--- src/rtl/ofdm_pkg.sv ---
// rtl/ofdm_pkg.sv - shared defaults and FSM encodings for the OFDM receive chain
package ofdm_pkg;

  localparam int N_FFT      = 64;
  localparam int CP_LEN_DEF = 16;
  localparam int SAMPLE_W   = 16;

  typedef enum logic [1:0] {
    HUNT = 2'd0,
    SKIP = 2'd1,
    FILL = 2'd2
  } wr_state_t;

  typedef enum logic {
    R_IDLE  = 1'b0,
    R_BURST = 1'b1
  } rd_state_t;

endpackage

--- src/rtl/ofdm_pingpong_ram.sv ---
// rtl/ofdm_pingpong_ram.sv - two-bank sample buffer, one write port, one registered read port
// Bank select is the address MSB; the storage array itself is not reset.
module ofdm_pingpong_ram
  import ofdm_pkg::*;
#(
  parameter int N  = N_FFT,
  parameter int W  = SAMPLE_W,
  localparam int AW = $clog2(N)
) (
  input  logic           clk,
  input  logic           reset,
  input  logic           wr_en,
  input  logic [AW:0]    wr_addr,
  input  logic [2*W-1:0] wr_data,
  input  logic           rd_en,
  input  logic [AW:0]    rd_addr,
  output logic [2*W-1:0] rd_data
);

  logic [2*W-1:0] mem_q [0:2*N-1];
  logic [2*W-1:0] rd_data_d;
  logic [2*W-1:0] rd_data_q;

  always_ff @(posedge clk) begin
    if (wr_en) begin
      mem_q[wr_addr] <= wr_data;
    end
  end

  always_comb begin
    rd_data_d = rd_data_q;
    if (rd_en) begin
      rd_data_d = mem_q[rd_addr];
    end
  end

  always_ff @(posedge clk or posedge reset) begin
    if (reset) begin
      rd_data_q <= '0;
    end else begin
      rd_data_q <= rd_data_d;
    end
  end

  assign rd_data = rd_data_q;

endmodule

--- src/rtl/ofdm_cp_remove.sv ---
// rtl/ofdm_cp_remove.sv - strips the cyclic prefix and replays each symbol as one gap-free burst
// Writer frames symbols on in_sof only; reader drains full banks in ping-pong order.
module ofdm_cp_remove
  import ofdm_pkg::*;
#(
  parameter int N      = N_FFT,
  parameter int CP_LEN = CP_LEN_DEF,
  parameter int W      = SAMPLE_W
) (
  input  logic         clk,
  input  logic         reset,
  input  logic         in_valid,
  input  logic         in_sof,
  input  logic [W-1:0] in_re,
  input  logic [W-1:0] in_im,
  output logic         out_en,
  output logic         out_sof,
  output logic [W-1:0] out_re,
  output logic [W-1:0] out_im,
  output logic         sync_err
);

  localparam int              AW        = $clog2(N);
  localparam logic [AW-1:0]   CP_LAST   = AW'(CP_LEN - 1);
  localparam logic [AW-1:0]   N_LAST    = AW'(N - 1);
  localparam logic [AW-1:0]   CNT_ONE   = AW'(1);
  // With a one-sample prefix the sof sample is the whole prefix, so filling starts next.
  localparam wr_state_t       SOF_STATE = (CP_LEN == 1) ? FILL : SKIP;
  localparam logic [AW-1:0]   SOF_CNT   = (CP_LEN == 1) ? '0 : CNT_ONE;

  wr_state_t     wstate_q, wstate_d;
  logic [AW-1:0] wcnt_q, wcnt_d;
  logic          wsel_q, wsel_d;
  logic          wr_done;
  logic          sync_err_q, sync_err_d;

  rd_state_t     rstate_q, rstate_d;
  logic [AW-1:0] rcnt_q, rcnt_d;
  logic          rsel_q, rsel_d;
  logic          rd_done;

  logic [1:0]    full_q, full_d;
  logic          out_en_q, out_en_d;
  logic          out_sof_q, out_sof_d;

  logic          wr_en;
  logic [AW:0]   wr_addr;
  logic          rd_en;
  logic [AW:0]   rd_addr;
  logic [2*W-1:0] rd_data;

  always_ff @(posedge clk or posedge reset) begin
    if (reset) begin
      wstate_q   <= HUNT;
      wcnt_q     <= '0;
      wsel_q     <= 1'b0;
      sync_err_q <= 1'b0;
      rstate_q   <= R_IDLE;
      rcnt_q     <= '0;
      rsel_q     <= 1'b0;
      full_q     <= 2'b00;
      out_en_q   <= 1'b0;
      out_sof_q  <= 1'b0;
    end else begin
      wstate_q   <= wstate_d;
      wcnt_q     <= wcnt_d;
      wsel_q     <= wsel_d;
      sync_err_q <= sync_err_d;
      rstate_q   <= rstate_d;
      rcnt_q     <= rcnt_d;
      rsel_q     <= rsel_d;
      full_q     <= full_d;
      out_en_q   <= out_en_d;
      out_sof_q  <= out_sof_d;
    end
  end

  always_comb begin
    wstate_d   = wstate_q;
    wcnt_d     = wcnt_q;
    wsel_d     = wsel_q;
    wr_done    = 1'b0;
    sync_err_d = 1'b0;
    if (in_valid) begin
      case (wstate_q)
        HUNT: begin
          if (in_sof) begin
            wstate_d = SOF_STATE;
            wcnt_d   = SOF_CNT;
          end
        end
        SKIP, FILL: begin
          if (in_sof) begin
            // Early sof abandons the partial bank and restarts framing here.
            sync_err_d = 1'b1;
            wstate_d   = SOF_STATE;
            wcnt_d     = SOF_CNT;
          end else if (wstate_q == SKIP) begin
            if (wcnt_q == CP_LAST) begin
              wstate_d = FILL;
              wcnt_d   = '0;
            end else begin
              wcnt_d = wcnt_q + CNT_ONE;
            end
          end else if (wcnt_q == N_LAST) begin
            wr_done  = 1'b1;
            wsel_d   = ~wsel_q;
            wstate_d = HUNT;
            wcnt_d   = '0;
          end else begin
            wcnt_d = wcnt_q + CNT_ONE;
          end
        end
        default: wstate_d = HUNT;
      endcase
    end
  end

  always_comb begin
    wr_en   = in_valid && !in_sof && (wstate_q == FILL);
    wr_addr = {wsel_q, wcnt_q};
  end

  always_comb begin
    rstate_d = rstate_q;
    rcnt_d   = rcnt_q;
    rsel_d   = rsel_q;
    rd_done  = 1'b0;
    case (rstate_q)
      R_IDLE: begin
        if (full_q[rsel_q]) begin
          rstate_d = R_BURST;
          rcnt_d   = '0;
        end
      end
      R_BURST: begin
        if (rcnt_q == N_LAST) begin
          rd_done  = 1'b1;
          rsel_d   = ~rsel_q;
          rstate_d = R_IDLE;
          rcnt_d   = '0;
        end else begin
          rcnt_d = rcnt_q + CNT_ONE;
        end
      end
      default: rstate_d = R_IDLE;
    endcase
  end

  // A completing write and a finishing read always address different banks.
  always_comb begin
    full_d = full_q;
    if (rd_done) begin
      full_d[rsel_q] = 1'b0;
    end
    if (wr_done) begin
      full_d[wsel_q] = 1'b1;
    end
  end

  always_comb begin
    rd_en     = (rstate_q == R_BURST);
    rd_addr   = {rsel_q, rcnt_q};
    out_en_d  = rd_en;
    out_sof_d = rd_en && (rcnt_q == '0);
  end

  ofdm_pingpong_ram #(
    .N (N),
    .W (W)
  ) u_ram (
    .clk     (clk),
    .reset   (reset),
    .wr_en   (wr_en),
    .wr_addr (wr_addr),
    .wr_data ({in_re, in_im}),
    .rd_en   (rd_en),
    .rd_addr (rd_addr),
    .rd_data (rd_data)
  );

  assign out_en   = out_en_q;
  assign out_sof  = out_sof_q;
  assign out_re   = rd_data[2*W-1:W];
  assign out_im   = rd_data[W-1:0];
  assign sync_err = sync_err_q;

endmodule

--- config.mk ---
export PLATFORM = sky130hd
export DESIGN_NAME = ofdm_cp_remove
export DESIGN_NICKNAME = d
export VERILOG_FILES = /design/src/rtl/ofdm_pkg.sv /design/src/rtl/ofdm_pingpong_ram.sv /design/src/rtl/ofdm_cp_remove.sv
export SDC_FILE = /design/constraint.sdc
export NUM_CORES = 2
export LEC_CHECK = 0
export ABC_AREA = 1
export BUFFER_PORTS_ARGS = -buffer_cell sky130_fd_sc_hd__clkbuf_2
export CAP_MARGIN = 20
export CORE_ASPECT_RATIO = 0.6
export CORE_MARGIN = 10
export CORE_UTILIZATION = 30
export DETAILED_ROUTE_END_ITERATION = 10
export HOLD_SLACK_MARGIN = 0.06
export MAX_ROUTING_LAYER = met4
export PLACE_DENSITY = 0.54
export SKIP_CTS_REPAIR_TIMING = 1
export SYNTH_ARGS = -nofsm -noshare
export SYNTH_HDL_FRONTEND = slang
export SYNTH_HIERARCHICAL = 1
export SYNTH_SLANG_ARGS = --single-unit
--- constraint.sdc ---
create_clock -name clk -period 3.2 [get_ports clk]
set_input_delay 0.16 -clock clk [delete_from_list [all_inputs] [get_ports clk]]
set_output_delay 0.16 -clock clk [all_outputs]
set_load 0.01 [all_outputs]
Word level (Yosys, flattened, before mapping):

Memory sizes are Yosys's and may differ from the RTL's. A register that Yosys moved wholly into a read port is not among the register bits.
Index checks and enable logic that the tools add are counted.

* add/subtract/negate cells: 2
* multipliers: 0
* div/mod/pow operators: 0
* magnitude comparators: 4
* eq/ne operators: 9
* shift operators: 0
* multiplexer cells: 38
* bitwise operators: 8
* reductions and logical operators: 14

Operators by type and width (number)
* 6-bit two-way mux: 7
* 6-bit case mux with 2 select lines: 2
* 1-bit two-way mux: 18
* 2-bit two-way mux: 7
* 6-bit by 1-bit adder with 6-bit output (second input constant): 2
* 6-bit equality test (second input constant): 2
* 4-bit != test (second input constant): 2
* 6-bit by 4-bit equality test with 1-bit output (second input constant): 1
* 6-bit logical NOT: 1
* 1-bit logical AND: 5
* 1-bit NOT: 5
* 5-bit AND reduction: 1
* 1-bit by 2-bit less-than comparator with 1-bit output (second input constant): 2
* 2-bit != test (second input constant): 2
* 2-bit case mux with 2 select lines: 1
* 4-bit AND reduction: 1
* 3-bit AND reduction: 1
* 2-bit bitwise AND: 1
* 1-bit demux with 1-bit select: 2
* 2-bit by 1-bit equality test with 1-bit output (second input constant): 1
* 2-bit equality test (second input constant): 1
* 1-bit >= comparator (second input constant): 2
* 2-bit logical NOT: 1
* 2-bit NOT: 1
* other kinds (6): 6

* flip-flop bits (word level): 22
* latch bits: 0
* RAM bits: 4096
* memory bits (read-only): 0
* bits of input ports: 36
* output and inout port bits: 35
* logic and storage cells: 86
* memories kept: 1

Memories
* u_ram.mem_q: words 128, width 32, rd ports 1, clocked after memory_dff 1, write ports 1, RTL line ofdm_pingpong_ram.sv:20 `logic [2*W-1:0] mem_q [0:2*N-1];`

Depth between registers and ports, before layout:

* word-level depth: 9
* gate-level depth with buffers: 15
* gate-level depth less buffers: 11

Modules after synthesis:

Netlist, hierarchy kept.

By module, submodules not included
* ofdm_pingpong_ram: times used 1, cells each 13494, area an instance 165642.6 µm², sequential area each 123798.7 µm²
* ofdm_cp_remove: times used 1, cells each 158, area an instance 1251.2 µm², sequential area each 550.5 µm²

Worst setup path before layout:

OpenSTA, ideal clock, no wires.

* path type: reg-to-reg
* start: register wstate_q[0]
* end: memory u_ram/mem_q[105][0] (netlist bit) (enable)
* library setup time: 421 ps
* arrival: 2744 ps
* required time: 2779 ps
* path slack: 34 ps
* cell stages (with the launch flop): 8
* path buffers: 2
* clock period less this slack: 3166 ps
* cells stage by stage: dfrtp_1 inv_1 ha_1 and3_1 clkbuf_1 nand2_1 clkbuf_1 nor2_1

* longest elaborated chain between the ends: 4

Ends and longest elaborated chain
* start: declaration: RTL line ofdm_cp_remove.sv:31 `wr_state_t wstate_q, wstate_d;`
* start signal: assignment: RTL line ofdm_cp_remove.sv:65 `wstate_q <= wstate_d;`
* 2-bit equality test: RTL line ofdm_cp_remove.sv:120 `wr_en = in_valid && !in_sof && (wstate_q == FILL);`
* 1-bit logical AND: RTL line ofdm_cp_remove.sv:120
* net wr_en: RTL line ofdm_cp_remove.sv:46 `logic wr_en;`
* 1-bit two-way mux: RTL line ofdm_pingpong_ram.sv:25 `if (wr_en) begin`
* 1-bit two-way mux (implied by the code): RTL line ofdm_pingpong_ram.sv:26 `mem_q[wr_addr] <= wr_data;`
* end: declaration: RTL line ofdm_pingpong_ram.sv:20

The timed path passes the listed nets, and every way through them passes these cells.

==> reports/results.ini <==
[worst_setup_path]
worstPathMaxFanout=27
path_class=reg2reg
crit_slowest_cell=dfrtp_4
critPathCaptureType=register
start_kind=register
worstPathRequired_ns=4.06
regToRegSetupSlack_ns=-0.02
r2r-end=u_ram/rd_data[23]$_DFFE_PP0P_
cp_cell_sequence=buf_16, buf_12, buf_8, buf_4, nand3_1, nand3_1, nand3_1, nand3_1, nand3_1, nand3_1, nand2_1, nand2_1, nand2_1
cpMostUsedCell=nand3_1
worstPathArrival_ns=4.09
critPathMaxStageDelay_ns=0.55
rr_startpoint=rcnt_q[1]$_DFFE_PP0P_
r2r_cells=13

[timing]
finalCritPeriodShare=1.01
fin_worst_skew_ns=0.0568
worst_slack_ns=-0.0237
fmax_ghz=0.310
period_minus_slack_ns=3.22
fin_hold_ws_ns=0.190
relSlewSlack=0.156
rsz0062_at_grt=true
setup_viol=1
slew_violations=0
tightest_slew_ns=1.27
timing.final.hold_violations=0

[placement]
port_buffers=70
dpl.hpwl_mm=337
routabilityCongestion=0.873
placed_area_um2=182000
place_ws_ns=-0.254
dp_cells=21000

[pwr]
p_switching_mw=22.5
comb_power_share=0.020
p_seq_frac=0.565
power_frac_clock=0.416
switching_share=0.212
power_density_nw_per_um2=545
p_leak_nw=66.2
vdd.ir_drop.worst_uv=460
p_int_mw=83.5

[route]
viasPerCell=5.20
drc=0
firstDrtPassIters=7
drt_iter0_drc=17500
num_vias=113000
wl_per_cell_um=26.4
final_antenna_net_count=0
wl_mm=573

[outcome]
status=finished, violations left
violations=setup timing

[global_route]
grt_usage=0.192
antenna_found_initial=42
overflow=0
grt_max_degree=134
grt_pass1_wl_mm=801
grt_pass1_vias=102000

[clock_tree]
clock_latency_ns=0.97
clock_sinks=4150
htree_levels=5
cts_buffers=366
cts_tree=built
path_clk_slew_ns=0.07
cts_root_buffer=clkbuf_16
clock_path_buffers=4

[cells_and_area]
final_layout_size_suffix_gt1_frac=0.109
syn_to_final_growth_pct=16.4
final_cell_area_um2=194000
layout.cells.non_filler=21700
fillers=54000
nets=14100
post-route-util=0.350
layout_commonest_cell=nand2_1
layout_common_cells=nand2_1 (4,287), edfxtp_1 (4,096), nand3_1 (4,024), buf_4 (550), clkbuf_16 (376)

[flow_run]
max_cap_viol_count=0

[yosys]
synthCells=13700
ys_warn_count=6
syn_area_um2=167000
synthFlopType=edfxtp_1
synth-edff-count=4096
ys_types=35
synthesis.nets=13700
async_reset_ff_frac=0.0130
synth_area_per_cell_um2=12.2
ys_ff_latch=4150
yosys.area.top_type=edfxtp_1
synth_top_area_share=0.737
synth_area_leaders=edfxtp_1 (74%), nand3_1 (12%), nand2_1 (9.7%)
ys_seq_area_frac=0.745

[floorplanning]
die-area_um2=588000
die_w_um=983
rows=212
initial_core_util=0.301
die_y_um=598
core-area_um2=555000
top_level_ports=71

[min_path]
min_to=u_ram/mem_q[2][28]$_DFFE_PP_
hold_depth=2
worstHoldStart=in_re[12]
min_path_type=in2reg

==> synth_stat cells, drive strengths merged (6+ instances only) <==
master / count
ha: 7
inv: 53
nor3: 11
o21ai: 6
nand3: 4048
edfxtp: 4096
dfrtp: 54
clkbuf: 122
buf: 794
nand2: 4299
nor2: 148
==> kinds of logic (layout without fill, tap and decap cells) <==
group,count (synthesis),count (layout),synth area share
adder cells (fa/ha/maj),7,7,0.000525
flip-flops,4150,4150,0.745
AO/OA/AOI/OAI,12,12,0.000427
buffers and inverters,970,1647,0.0316
AND/OR/NAND/NOR,8510,8510,0.222
other,0,19,0
XOR/XNOR,3,3,0.000157
==> registers in the layout, summed over array words and instances, names as in the netlist, 2 cells and up <==
signal,cells
full_q,2
rcnt_q,6
u_ram/mem_q,4096
u_ram/rd_data,32
wcnt_q,6
wstate_q,2
==> how the worst max path moves through the flow <==
stage	start	end	slack [ns]	cells after the start
2_1_floorplan	wstate_q[0]$_DFFE_PP0P_	u_ram/mem_q[105][0]$_DFFE_PP_	0.03	7
3_3_place_gp	rcnt_q[0]$_DFFE_PP0P_	u_ram/rd_data[9]$_DFFE_PP0P_	-0.34	13
3_5_place_dp	rcnt_q[0]$_DFFE_PP0P_	u_ram/rd_data[9]$_DFFE_PP0P_	-0.25	13
4_1_cts	rcnt_q[0]$_DFFE_PP0P_	u_ram/rd_data[9]$_DFFE_PP0P_	-0.27	13
5_1_grt	rcnt_q[0]$_DFFE_PP0P_	u_ram/rd_data[15]$_DFFE_PP0P_	-0.02	13
6_report	rcnt_q[1]$_DFFE_PP0P_	u_ram/rd_data[23]$_DFFE_PP0P_	-0.02	13
==> per-layer routing <==
metal  vias to the layer above  track usage  part of all wire
met1                     56700        0.290              0.45
met3                       660       0.0590              0.13
li1                      49600            -                 -
met4                         0       0.0398             0.022
met5                         -            -                 0
met2                      6122        0.249              0.40
==> area by class of cell <==
class	count	area (um2)	area share
multi-input combinational	8532	38400	0.198
timing repair buffer	928	10600	0.0544
clock buffer	456	9600	0.0495
tap	7383	9240	0.0476
clock inverter	209	1730	0.00890
inverter	54	270	0.00139
antenna	19	47.5	0.000245
sequential	4150	124000	0.640
==> worst max-delay path: cells and delay by family (launching register included) <==
| family | cells | cell delay [ns] |
|---|---|---|
| buf+inv | 4 | 1.09 |
| flops | 1 | 0.55 |
| simple gates | 9 | 1.39 |
==> metrics by stage <==
stage          power (mW)  TNS [ns]
6_report              106   -0.0237
3_3_place_gp         63.0    -0.611
5_1_grt               109   -0.0286
2_1_floorplan        61.3         0
3_5_place_dp         63.0    -0.511
4_1_cts               106    -0.657
==> power groups by stage <==
stage	Clock, mW	Sequential, mW	Combinational, mW
floorplan	0	61.0	0.311
global route	46.8	59.8	2.19
finish	44.0	59.8	2.09
detailed placement	0	61.0	1.99
CTS	44.6	59.8	1.99
global placement	0	61.0	1.96
No activity file was read; power rests on OpenSTA's default activity.
